[src/rtl/common_cells_pkg.sv]
// Shared encodings for the DMA datapath blocks.
// Holds the DMA channel FSM state width and encodings.
package common_cells_pkg;

   localparam int DMA_CH_FSM_WIDTH = 3;

   typedef enum logic [DMA_CH_FSM_WIDTH-1:0] {
      FSM_DMA_CH_IDLE     = 3'd0,
      FSM_DMA_CH_RD       = 3'd1,
      FSM_DMA_CH_WR       = 3'd2,
      FSM_DMA_CH_DONE     = 3'd3,
      FSM_DMA_CH_ABORTING = 3'd4
   } dma_ch_fsm_e;

endpackage

[src/rtl/dma_axil_ch_watchdog.sv]
// Stall watchdog for one DMA channel: counts consecutive stalled
// bus cycles and flags when the limit is reached.
// Ports: clk_i, rst_i (sync, active-high), en_i (clock enable),
//   active_i (channel waits on a handshake), progress_i (handshake
//   this cycle), hit_o (limit reached this cycle).
module dma_axil_ch_watchdog
   import common_cells_pkg::*;
#(
   parameter int TIMEOUT_CYCLES = 1024
) (
   input  logic clk_i,
   input  logic rst_i,
   input  logic en_i,
   input  logic active_i,
   input  logic progress_i,
   output logic hit_o
);

   localparam int CW = $clog2(TIMEOUT_CYCLES + 1);

   logic [CW-1:0] cnt_q, cnt_d;

   // cnt_q holds the number of earlier stalled cycles, so the
   // current cycle is stall number cnt_q+1.
   always_comb begin
      cnt_d = cnt_q;
      if (en_i) begin
         if (!active_i || progress_i) begin
            cnt_d = '0;
         end else begin
            cnt_d = cnt_q + 1'b1;
         end
      end
   end

   always_ff @(posedge clk_i) begin
      if (rst_i) begin
         cnt_q <= '0;
      end else begin
         cnt_q <= cnt_d;
      end
   end

   assign hit_o = en_i && active_i && !progress_i &&
                  (cnt_q == CW'(TIMEOUT_CYCLES - 1));

endmodule

[src/rtl/dma_axil_channel.sv]
// Single-beat-at-a-time DMA copy channel driving one arbiter slot.
// Ports: aclk/areset (sync, active-high)/aenable; i_start, i_src_addr,
//   i_dst_addr, i_len, i_abort_req config; o_busy/o_done/o_aborted
//   status; o_abort, AXI-lite read (rready/raddr/rvalid/rdata) and
//   write (wvalid/wstrb/wdata/waddr/wready) master side.
// Optional stall timeout with o_timeout: define DMA_AXIL_CH_TIMEOUT_EN.
module dma_axil_channel
   import common_cells_pkg::*;
#(
   parameter int ADDR_WIDTH = 16,
   parameter int DATA_WIDTH = 64,
   parameter int STRB_WIDTH = DATA_WIDTH / 8,
   parameter int LEN_WIDTH  = 16
`ifdef DMA_AXIL_CH_TIMEOUT_EN
   ,
   parameter int TIMEOUT_CYCLES = 1024
`endif
) (
   input  logic                  aclk,
   input  logic                  areset,
   input  logic                  aenable,
   input  logic                  i_start,
   input  logic [ADDR_WIDTH-1:0] i_src_addr,
   input  logic [ADDR_WIDTH-1:0] i_dst_addr,
   input  logic [LEN_WIDTH-1:0]  i_len,
   input  logic                  i_abort_req,
   output logic                  o_busy,
   output logic                  o_done,
   output logic                  o_aborted,
   output logic                  o_abort,
   output logic                  o_axil_rready,
   output logic [ADDR_WIDTH-1:0] o_axil_raddr,
   input  logic                  i_axil_rvalid,
   input  logic [DATA_WIDTH-1:0] i_axil_rdata,
   output logic                  o_axil_wvalid,
   output logic [STRB_WIDTH-1:0] o_axil_wstrb,
   output logic [DATA_WIDTH-1:0] o_axil_wdata,
   output logic [ADDR_WIDTH-1:0] o_axil_waddr,
   input  logic                  i_axil_wready
`ifdef DMA_AXIL_CH_TIMEOUT_EN
   ,
   output logic                  o_timeout
`endif
);

   localparam logic [ADDR_WIDTH-1:0] ADDR_INC = ADDR_WIDTH'(STRB_WIDTH);

   dma_ch_fsm_e state_q, state_d;
   logic [ADDR_WIDTH-1:0] src_q, src_d;
   logic [ADDR_WIDTH-1:0] dst_q, dst_d;
   logic [LEN_WIDTH-1:0]  len_q, len_d;
   logic [DATA_WIDTH-1:0] data_q, data_d;

   logic hs;
   logic tmo_hit;
   logic abort_go;

   assign hs = ((state_q == FSM_DMA_CH_RD) && i_axil_rvalid) ||
               ((state_q == FSM_DMA_CH_WR) && i_axil_wready);

`ifdef DMA_AXIL_CH_TIMEOUT_EN
   logic tmo_q, tmo_d;

   dma_axil_ch_watchdog #(
      .TIMEOUT_CYCLES(TIMEOUT_CYCLES)
   ) u_watchdog (
      .clk_i     (aclk),
      .rst_i     (areset),
      .en_i      (aenable),
      .active_i  ((state_q == FSM_DMA_CH_RD) ||
                  (state_q == FSM_DMA_CH_WR)),
      .progress_i(hs),
      .hit_o     (tmo_hit)
   );

   // Remembers whether the current ABORTING visit came from a stall.
   always_comb begin
      tmo_d = tmo_q;
      if (aenable) begin
         tmo_d = (state_d == FSM_DMA_CH_ABORTING) && tmo_hit;
      end
   end

   always_ff @(posedge aclk) begin
      if (areset) begin
         tmo_q <= 1'b0;
      end else begin
         tmo_q <= tmo_d;
      end
   end

   assign o_timeout = (state_q == FSM_DMA_CH_ABORTING) && tmo_q;
`else
   assign tmo_hit = 1'b0;
`endif

   assign abort_go = i_abort_req || tmo_hit;

   always_comb begin
      state_d = state_q;
      src_d   = src_q;
      dst_d   = dst_q;
      len_d   = len_q;
      data_d  = data_q;
      if (aenable) begin
         unique case (state_q)
            FSM_DMA_CH_IDLE: begin
               if (i_start) begin
                  if (i_len != '0) begin
                     src_d   = i_src_addr;
                     dst_d   = i_dst_addr;
                     len_d   = i_len;
                     state_d = FSM_DMA_CH_RD;
                  end else begin
                     state_d = FSM_DMA_CH_DONE;
                  end
               end
            end
            FSM_DMA_CH_RD: begin
               // abort wins over a same-cycle read handshake
               if (abort_go) begin
                  state_d = FSM_DMA_CH_ABORTING;
               end else if (i_axil_rvalid) begin
                  data_d  = i_axil_rdata;
                  state_d = FSM_DMA_CH_WR;
               end
            end
            FSM_DMA_CH_WR: begin
               // abort wins: the beat is dropped, counters untouched
               if (abort_go) begin
                  state_d = FSM_DMA_CH_ABORTING;
               end else if (i_axil_wready) begin
                  src_d   = src_q + ADDR_INC;
                  dst_d   = dst_q + ADDR_INC;
                  len_d   = len_q - 1'b1;
                  state_d = (len_q == LEN_WIDTH'(1)) ?
                            FSM_DMA_CH_DONE : FSM_DMA_CH_RD;
               end
            end
            FSM_DMA_CH_DONE: begin
               state_d = abort_go ? FSM_DMA_CH_ABORTING
                                  : FSM_DMA_CH_IDLE;
            end
            FSM_DMA_CH_ABORTING: begin
               state_d = FSM_DMA_CH_IDLE;
            end
            default: begin
               state_d = FSM_DMA_CH_IDLE;
            end
         endcase
      end
   end

   always_ff @(posedge aclk) begin
      if (areset) begin
         state_q <= FSM_DMA_CH_IDLE;
         src_q   <= '0;
         dst_q   <= '0;
         len_q   <= '0;
         data_q  <= '0;
      end else begin
         state_q <= state_d;
         src_q   <= src_d;
         dst_q   <= dst_d;
         len_q   <= len_d;
         data_q  <= data_d;
      end
   end

   // Outputs decode registered state only, so they freeze with it.
   assign o_busy        = (state_q != FSM_DMA_CH_IDLE);
   assign o_done        = (state_q == FSM_DMA_CH_DONE);
   assign o_aborted     = (state_q == FSM_DMA_CH_ABORTING);
   assign o_abort       = (state_q == FSM_DMA_CH_ABORTING);
   assign o_axil_rready = (state_q == FSM_DMA_CH_RD);
   assign o_axil_raddr  = src_q;
   assign o_axil_wvalid = (state_q == FSM_DMA_CH_WR);
   assign o_axil_wstrb  = o_axil_wvalid ? '1 : '0;
   assign o_axil_wdata  = data_q;
   assign o_axil_waddr  = dst_q;

endmodule

[config.mk]
export PLATFORM = sky130hd
export DESIGN_NAME = dma_axil_channel
export DESIGN_NICKNAME = d
export VERILOG_FILES = /design/src/rtl/common_cells_pkg.sv /design/src/rtl/dma_axil_ch_watchdog.sv /design/src/rtl/dma_axil_channel.sv
export SDC_FILE = /design/constraint.sdc
export NUM_CORES = 1
export LEC_CHECK = 0
export CORE_AREA = 2 2 111 113
export CTS_CLUSTER_SIZE = 10
export DETAILED_ROUTE_END_ITERATION = 7
export DIE_AREA = 0 0 113 115
export PLACE_DENSITY = 0.88
export SETUP_SLACK_MARGIN = 0.5
export SYNTH_ARGS = -nofsm -noshare
export SYNTH_HDL_FRONTEND = slang
export SYNTH_SLANG_ARGS = --single-unit
[constraint.sdc]
create_clock -name aclk -period 3.6 [get_ports aclk]
set_clock_uncertainty 0.1 [all_clocks]
set_input_delay 0.72 -clock aclk [delete_from_list [all_inputs] [get_ports aclk]]
set_output_delay 0.72 -clock aclk [all_outputs]
set_load 0.05 [all_outputs]
==> key figures, run 1 <==
Global route
  – Total congestion overflow after global routing: 0
  – Maximum number of pins on one net before global-route repair: 79
  – Global Route Usage Sum: 25.2%
  – Via count of the first global-routing pass: 5,312
  – First-pass GRT wire length: 26,400 um
  – Initial antenna violation count: 0

Routing
  – Number of remaining DRC errors: 11
  – Vias: 5,849
  – Post-route antenna net violation count: 0
  – DR WL met3: 1080 um
  – Initial DRC count: 599
  – Met2 Wirelength: 8360 um
  – Highest routing layer actually used: met4
  – Sum of routed wire segments on met1: 6800 um
  – Final routed wire length divided by cell count: 15.8 um
  – Overall routed net length: 16,600 um
  – Average vias per placed instance: 5.55
  – Drt pass-1 iters: 8

Placed design
  – Detailed placement HPWL: 11,400 um
  – Total cell area at the placement stage: 0.00766 mm^2
  – Dpl ws: 445 ps
  – Placed cell count: 1,025
  – Count of buffers from port buffering: 228
  – Final estimated routing congestion in global placement: 0.877

Power and ir drop
  – Internal portion of total power: 2.61 mW
  – Reported net switching power: 0.986 mW
  – Portion of total power attributed to combinational logic: 19.1%
  – P per Cell Area: 438 mW/mm^2
  – Portion of total power attributed to the clock network: 42.3%
  – Sw frac: 27.5%
  – Reported leakage power: 2.88 nW
  – Sequential Power Share: 38.6%
  – Worst vdd ir: 0.337 mV

Cells and area
  – Fraction of layout cells with a size suffix above 1: 6.84%
  – Antenna Cells: 0
  – Summed area of non-filler cells in the final layout: 0.00820 mm^2
  – Final non-filler cell total: 1,053
  – Area taken by multi-input logic gates: 0.00266 mm^2
  – Layout Area Growth over Synthesis: 55.0%
  – Fill count: 947
  – Final design utilization: 69.4%
  – Register cell area after layout: 0.00230 mm^2
  – Final #Nets: 1,020

Synth
  – Number of synthesis warnings: 0
  – Flip-flop and latch count after synthesis: 115
  – Synthesized Nets: 824
  – Mean cell area of the mapped netlist: 7.55 um^2
  – Sequential area share after synthesis: 43.5%
  – Post-synth ARST share: 0%
  – Post-synthesis cell count: 701
  – Post-synth EDFFs: 0
  – Area of the mapped netlist: 0.00529 mm^2
  – Post-synthesis cell type count: 53
  – Primary FF master, synth: dfxtp_1

Worst setup path
  – Master of the slowest instance on the critical path: or3b_2
  – Critical register-to-register path endpoint: o_axil_raddr[12]
  – Highest cell delay on the worst timing path: 620 ps
  – Cell breakdown of the critical path: or3b_2, inv_1, buf_12, buf_12
  – Kind of end point of the critical path: primary output
  – Launch instance of the worst register-to-register path: state_q[1]
  – Cell repeated most along the worst path: buf_12
  – Flop-to-flop setup slack: 1000 ps
  – Maximum fanout count along the critical path: 26
  – CP startpoint: state_q[1]
  – Required time at the endpoint of the critical path: 2780 ps
  – Critical path start-end classification: reg -> out
  – Launching element type of the critical path: flip-flop
  – Arrival @ worst endpoint: 2200 ps
  – Depth of the worst register-to-register path: 6
  – Last element of the critical path: o_axil_wstrb[7]

Timing
  – Actual transition at the worst max-transition pin: 813 ps
  – Final worst-path cycle share: 83.8%
  – Fin. Hold Viols: 0
  – Worst-case headroom to the max-slew limit: 45.8%
  – Setup ws final: 585 ps
  – Setup repair after global routing missed its margin: no
  – Final Max Slew Viols: 0
  – Setup-failing EPs final: 0
  – Period minus WS final: 3020 ps
  – Fmax: 332 MHz
  – Setup TNS Final: 0 ps

CTS
  – Worst-Skew Late Latency: 410 ps
  – Root Driver: clkbuf_16
  – Clock transition time at the flip-flop clock pins of the worst setup and hold paths: 50 ps
  – Clock tree from TritonCTS: built
  – CTS H-tree depth: 4
  – TritonCTS buffer count: 17
  – Post-CTS setup-driven buffer insertion count: 0
  – Deepest clock path buffer count: 2
  – Number of sinks on the clock net: 115

Worst hold path
  – Worst min-delay path class: reg -> reg
  – Worst hold path cell count: 2

Status
  – Status: complete, but fails checks
  – Failing checks: design-rule violations

Flow run
  – Maxcap violations: 0

Floorplanning
  – I/O pin count: 229
  – Row Count: 40
  – Placeable Area: 0.0118 mm^2
  – Effective utilization at floorplan: 44.8%
  – Die footprint: 0.0130 mm^2
  – DIE WIDTH: 113 um
  – Die height: 115 um
metal layers:
metal / global-route usage, % / vias up
li1: - / 2849
met1: 31.7 / 2736
met2: 41.8 / 230
met3: 5.90 / 34
met4: 10.2 / 0
met5: 0 / -
cell usage after synthesis (all sizes together), types with 2 or more instances:
master,number,area (um^2)
a31oi,5,31.3
inv,8,30.0
nand3,19,95.1
ha,4,50.1
clkbuf,32,120
o41ai,3,26.3
nand2,194,728
nor3,21,105
or4,3,26.3
buf,31,199
a21boi,2,15.0
o21ai,32,164
o211ai,3,27.5
or3,6,37.5
dfxtp,115,2300
o21a,2,15.0
nor3b,3,22.5
a32o,4,40.0
nand4,6,37.5
a22oi,2,15.0
nor4b,3,32.5
nor4,8,50.1
a21oi,122,611
o32ai,12,105
a32oi,2,17.5
a211oi,2,15.0
nand3b,4,30.0
o31a,3,26.3
o221a,2,22.5
or3b,2,17.5
a31o,2,17.5
nor2,25,93.8
a311oi,4,35.0
a22o,3,26.3
o31ai,2,15.0
worst max-delay path, delay by kind of cell (launching register included):
family	cells	cell delay, ps
AND/OR/NAND/NOR	1	620
buffers and inverters	3	670
flip-flops	1	480
cells by family (layout without fill, tap and decap cells):
| logic type | count (synthesis) | in the layout | synth area share (%) |
|---|---|---|---|
| buffers and inverters | 71 | 276 | 6.60 |
| adders and majority gates | 4 | 4 | 0.946 |
| muxes | 1 | 1 | 0.189 |
| DFF | 115 | 115 | 43.5 |
| and+or+nand+nor | 299 | 299 | 24.8 |
| AOI/OAI and AO/OA | 211 | 211 | 24.0 |
placed cells by master, fill, tap and decap left out, drive strengths merged, types with 3 or more instances in the layout:
cell / instances
ha: 4
nand3b: 4
inv: 8
nand2: 194
a31oi: 5
buf: 22
a311oi: 4
o211ai: 3
nor3: 21
o31a: 3
nand3: 19
o41ai: 3
nor4b: 3
nor4: 8
or4: 3
a32o: 4
o32ai: 12
or3: 6
nand4: 6
dfxtp: 115
clkbuf: 22
nor2: 25
o21ai: 32
nor3b: 3
a21oi: 122
clkinv: 4
clkdlybuf4s50: 218
a22o: 3
state kept, by name (all words and copies together) (netlist names):
signal	flops
o_axil_wdata	64
o_axil_waddr	16
len_q	16
o_axil_raddr	16
state_q	3
worst min-delay path by stage:
| stage | start | to | slack [ps] |
|---|---|---|---|
| 2_1_floorplan | len_q[13] | len_q[13] | 340 |
| 3_3_place_gp | o_axil_wdata[25] | o_axil_wdata[25] | 340 |
| 3_5_place_dp | o_axil_wdata[18] | o_axil_wdata[18] | 350 |
| 4_1_cts | o_axil_wdata[18] | o_axil_wdata[18] | 350 |
| 5_1_grt | o_axil_wdata[34] | o_axil_wdata[34] | 370 |
| 6_report | o_axil_wdata[7] | o_axil_wdata[7] | 350 |
area by class of cell:
class	count	area share (%)
inverters	8	0.366
repair buffers	240	30.5
flip-flops and latches	115	28.1
clock buffers	22	5.78
well taps	147	2.24
multi-input cells	515	32.4
clock inverters	6	0.702
through the flow:
stage | total power [mW] | hold WS, ps
final | 3.59 | 350
after global routing | 3.73 | 366
after CTS | 3.61 | 352
after detailed placement | 2.09 | 346
after global placement | 2.08 | 341
after floorplan | 1.80 | 338
power by group through the flow:
stage                     registers [mW]  logic, mW  clock network (mW)
after global placement              1.41      0.673                   0
after CTS                           1.39      0.683                1.55
after detailed placement            1.41      0.677                   0
after floorplan                     1.53      0.263                   0
after global routing                1.39      0.731                1.60
final                               1.39      0.686                1.52
what timing repair did:
action / 4_1_cts / 5_1_grt
gates resized for setup: 1 / 3
hold endpoints to repair: 0 / 0
endpoints found under the setup margin: 9 / 9
hold buffers: 0 / 0
No activity file was read; power rests on OpenSTA's default activity.
==> run 2, diff against run 1 <==
CORE_AREA = 2 2 114 116   (was 2 2 111 113)
DIE_AREA = 0 0 116 118   (was 0 0 113 115)
PLACE_DENSITY = 0.84   (was 0.88)
clock period = 3.1 ns   (was 3.6 ns; I/O delays follow)
==> key figures, run 2 (synthesized netlist as in run 1, its figures left out) <==
Cells and area
  – Fraction of layout cells with a size suffix above 1: 7.89% (+1.1 points)
  – Area taken by multi-input logic gates: 0.00266 mm^2 (about the same)
  – Most common cell after layout, fill and taps aside: clkdlybuf4s50_1
  – Layout Area Growth over Synthesis: 60.0%
  – Fill count: 1,024 (+8.1%)
  – Max reg flops: 64 (unchanged)
  – Top library cells by usage in the layout, fill and taps aside: 213 x clkdlybuf4s50_1, 194 x nand2_1, 122 x a21oi_1
  – Final design utilization: 68.2% (-1.2 points)
  – Antenna Cells: 0 (unchanged)
  – Final #Nets: 1,022 (+0.20%)
  – Register cell area after layout: 0.00230 mm^2 (about the same)

Timing
  – Actual transition at the worst max-transition pin: 810 ps (-2.15 ps)
  – Period minus WS final: 2540 ps
  – Final worst-path cycle share: 81.9%
  – Final Max Slew Viols: 0 (unchanged)
  – Setup repair after global routing missed its margin: no
  – Fin. Hold Viols: 0 (unchanged)
  – Setup-failing EPs final: 0 (unchanged)
  – Setup TNS Final: 0 ps (unchanged)
  – Worst-case headroom to the max-slew limit: 45.9% (+0.14 points)
  – Fmax: 394 MHz

Routing
  – Post-route antenna net violation count: 0 (unchanged)
  – Overall routed net length: 17,100 um (+3.2%)
  – Number of remaining DRC errors: 0 (-11)
  – Average vias per placed instance: 5.47 (-1.5%)
  – Final routed wire length divided by cell count: 15.8 um (+0.23%)
  – Drt pass-1 iters: 5 (-3)
  – Initial DRC count: 511 (-15%)
  – Vias: 5,932 (+1.4%)

CTS
  – Deepest clock path buffer count: 2 (unchanged)
  – Number of hold-repair buffers added at the cts stage: 0 (unchanged)
  – Worst-Skew Late Latency: 410 ps (about the same)
  – TritonCTS buffer count: 17 (unchanged)
  – Clock tree from TritonCTS: built
  – Number of cells upsized or downsized after cts: 7 (+6)
  – Clock transition time at the flip-flop clock pins of the worst setup and hold paths: 50 ps (about the same)
  – Number of sinks on the clock net: 115 (unchanged)
  – CTS H-tree depth: 4 (unchanged)
  – Post-CTS setup-driven buffer insertion count: 0 (unchanged)
  – Root Driver: clkbuf_16

Global route
  – Initial antenna violation count: 0 (unchanged)
  – Total congestion overflow after global routing: 0 (unchanged)
  – First-pass GRT wire length: 26,400 um (-0.21%)
  – Maximum number of pins on one net before global-route repair: 112 (+42%)
  – Global Route Usage Sum: 24.2% (-0.98 points)
  – Via count of the first global-routing pass: 5,184 (-2.4%)

Placed design
  – Count of buffers from port buffering: 228 (unchanged)
  – Detailed placement HPWL: 11,200 um (-1.8%)
  – Final estimated routing congestion in global placement: 0.870 (-0.84%)

Worst setup path
  – Kind of end point of the critical path: primary output
  – Required time at the endpoint of the critical path: 2380 ps (-400 ps)
  – Top cell family by delay on the critical path: buffers and inverters
  – Launching element type of the critical path: flip-flop
  – Critical path start-end classification: reg -> out
  – Highest cell delay on the worst timing path: 480 ps (-140 ps)
  – Cell breakdown of the critical path: or3b_4, clkinvlp_4, buf_12, buf_12
  – Buffer and inverter count on the worst path: 3 (unchanged)
  – Maximum fanout count along the critical path: 14 (-46%)
  – Master of the slowest instance on the critical path: or3b_4
  – Cell repeated most along the worst path: buf_12
  – Arrival @ worst endpoint: 1820 ps (-380 ps)

Power and ir drop
  – Worst vdd ir: 0.361 mV (+7.1%)
  – Overall power consumption: 4.56 mW (+27%)
  – Reported leakage power: 2.98 nW (+3.7%)
  – P per Cell Area: 539 mW/mm^2 (+23%)

Floorplanning
  – I/O pin count: 229 (unchanged)
  – Die footprint: 0.0137 mm^2 (+5.3%)
  – DIE WIDTH: 116 um (+2.7%)
  – Die height: 118 um (+2.6%)
  – Placeable Area: 0.0124 mm^2 (+5.1%)
  – Row Count: 41 (+2.5%)
  – Effective utilization at floorplan: 42.6% (-2.2 points)

Status
  – Status: completed

Worst hold path
  – Worst min-delay path class: reg -> reg

Flow run
  – Maxcap violations: 0 (unchanged)
## run 2: changes by cell type in the layout (fill, tap and decap cells not counted), sizes merged
cell	delta
bufbuf	+2
bufinv	+4
clkbuf	-4
clkdlybuf4s50	-5
clkinvlp	+4
dlygate4sd2	+5
## run 2: tightest hold or removal path: stages, from the launching register on
cell	delay (ps)
dfxtp_1	300
nand2_1	50
a21oi_1	50
## run 2: where the power goes
part           switching, mW  leakage (nW)  internal, mW  total (mW)
registers             0.0672         0.934          1.54        1.61
clock network          0.700         0.308          1.44        2.14
logic                  0.456          1.74         0.352       0.808
## run 2: per-stage QoR
stage                     worst slack [ps]  instance area [um^2]  hold WS [ps]  instances
after floorplan                        565                  5290           338        701
after CTS                              557                  8460           353       1084
final                                  562                  8460           350       1084
after detailed placement               221                  7750           346       1050
after global routing                   521                  8460           366       1084
after global placement                 301                  7750           341       1050
## run 2: routing by layer
layer | part of all wire (%) | global-route usage, % | routed length, um | vias up
met5 | 0 | 0 | 0 | -
met4 | 1.9 | 8.93 | 329 | 0
met3 | 7.4 | 6.23 | 1260 | 24
met2 | 50 | 39.9 | 8630 | 259
met1 | 40 | 30.1 | 6920 | 2789
li1 | - | - | - | 2860
## run 2: cell type report
| cell class | instances | share of cell area, % |
|---|---|---|
| Inverter | 8 | 0.399 |
| Sequential cell | 115 | 27.2 |
| Timing Repair Buffer | 242 | 30.8 |
| Multi-Input combinational cell | 515 | 31.4 |
| Clock inverter | 14 | 2.47 |
| Tap cell | 172 | 2.54 |
| Clock buffer | 18 | 5.19 |
## run 2: path summary, 6_finish.rpt
| path | from | end | slack (ps) | depth (start not counted) |
|---|---|---|---|---|
| setup / recovery | state_q[2] | o_axil_wstrb[5] | 560 | 4 |
| hold / removal | o_axil_wdata[57] | o_axil_wdata[57] | 350 | 2 |
| setup reg to reg | state_q[2] | o_axil_waddr[11] | 690 | 6 |
| hold reg to reg | o_axil_wdata[57] | o_axil_wdata[57] | 350 | 2 |
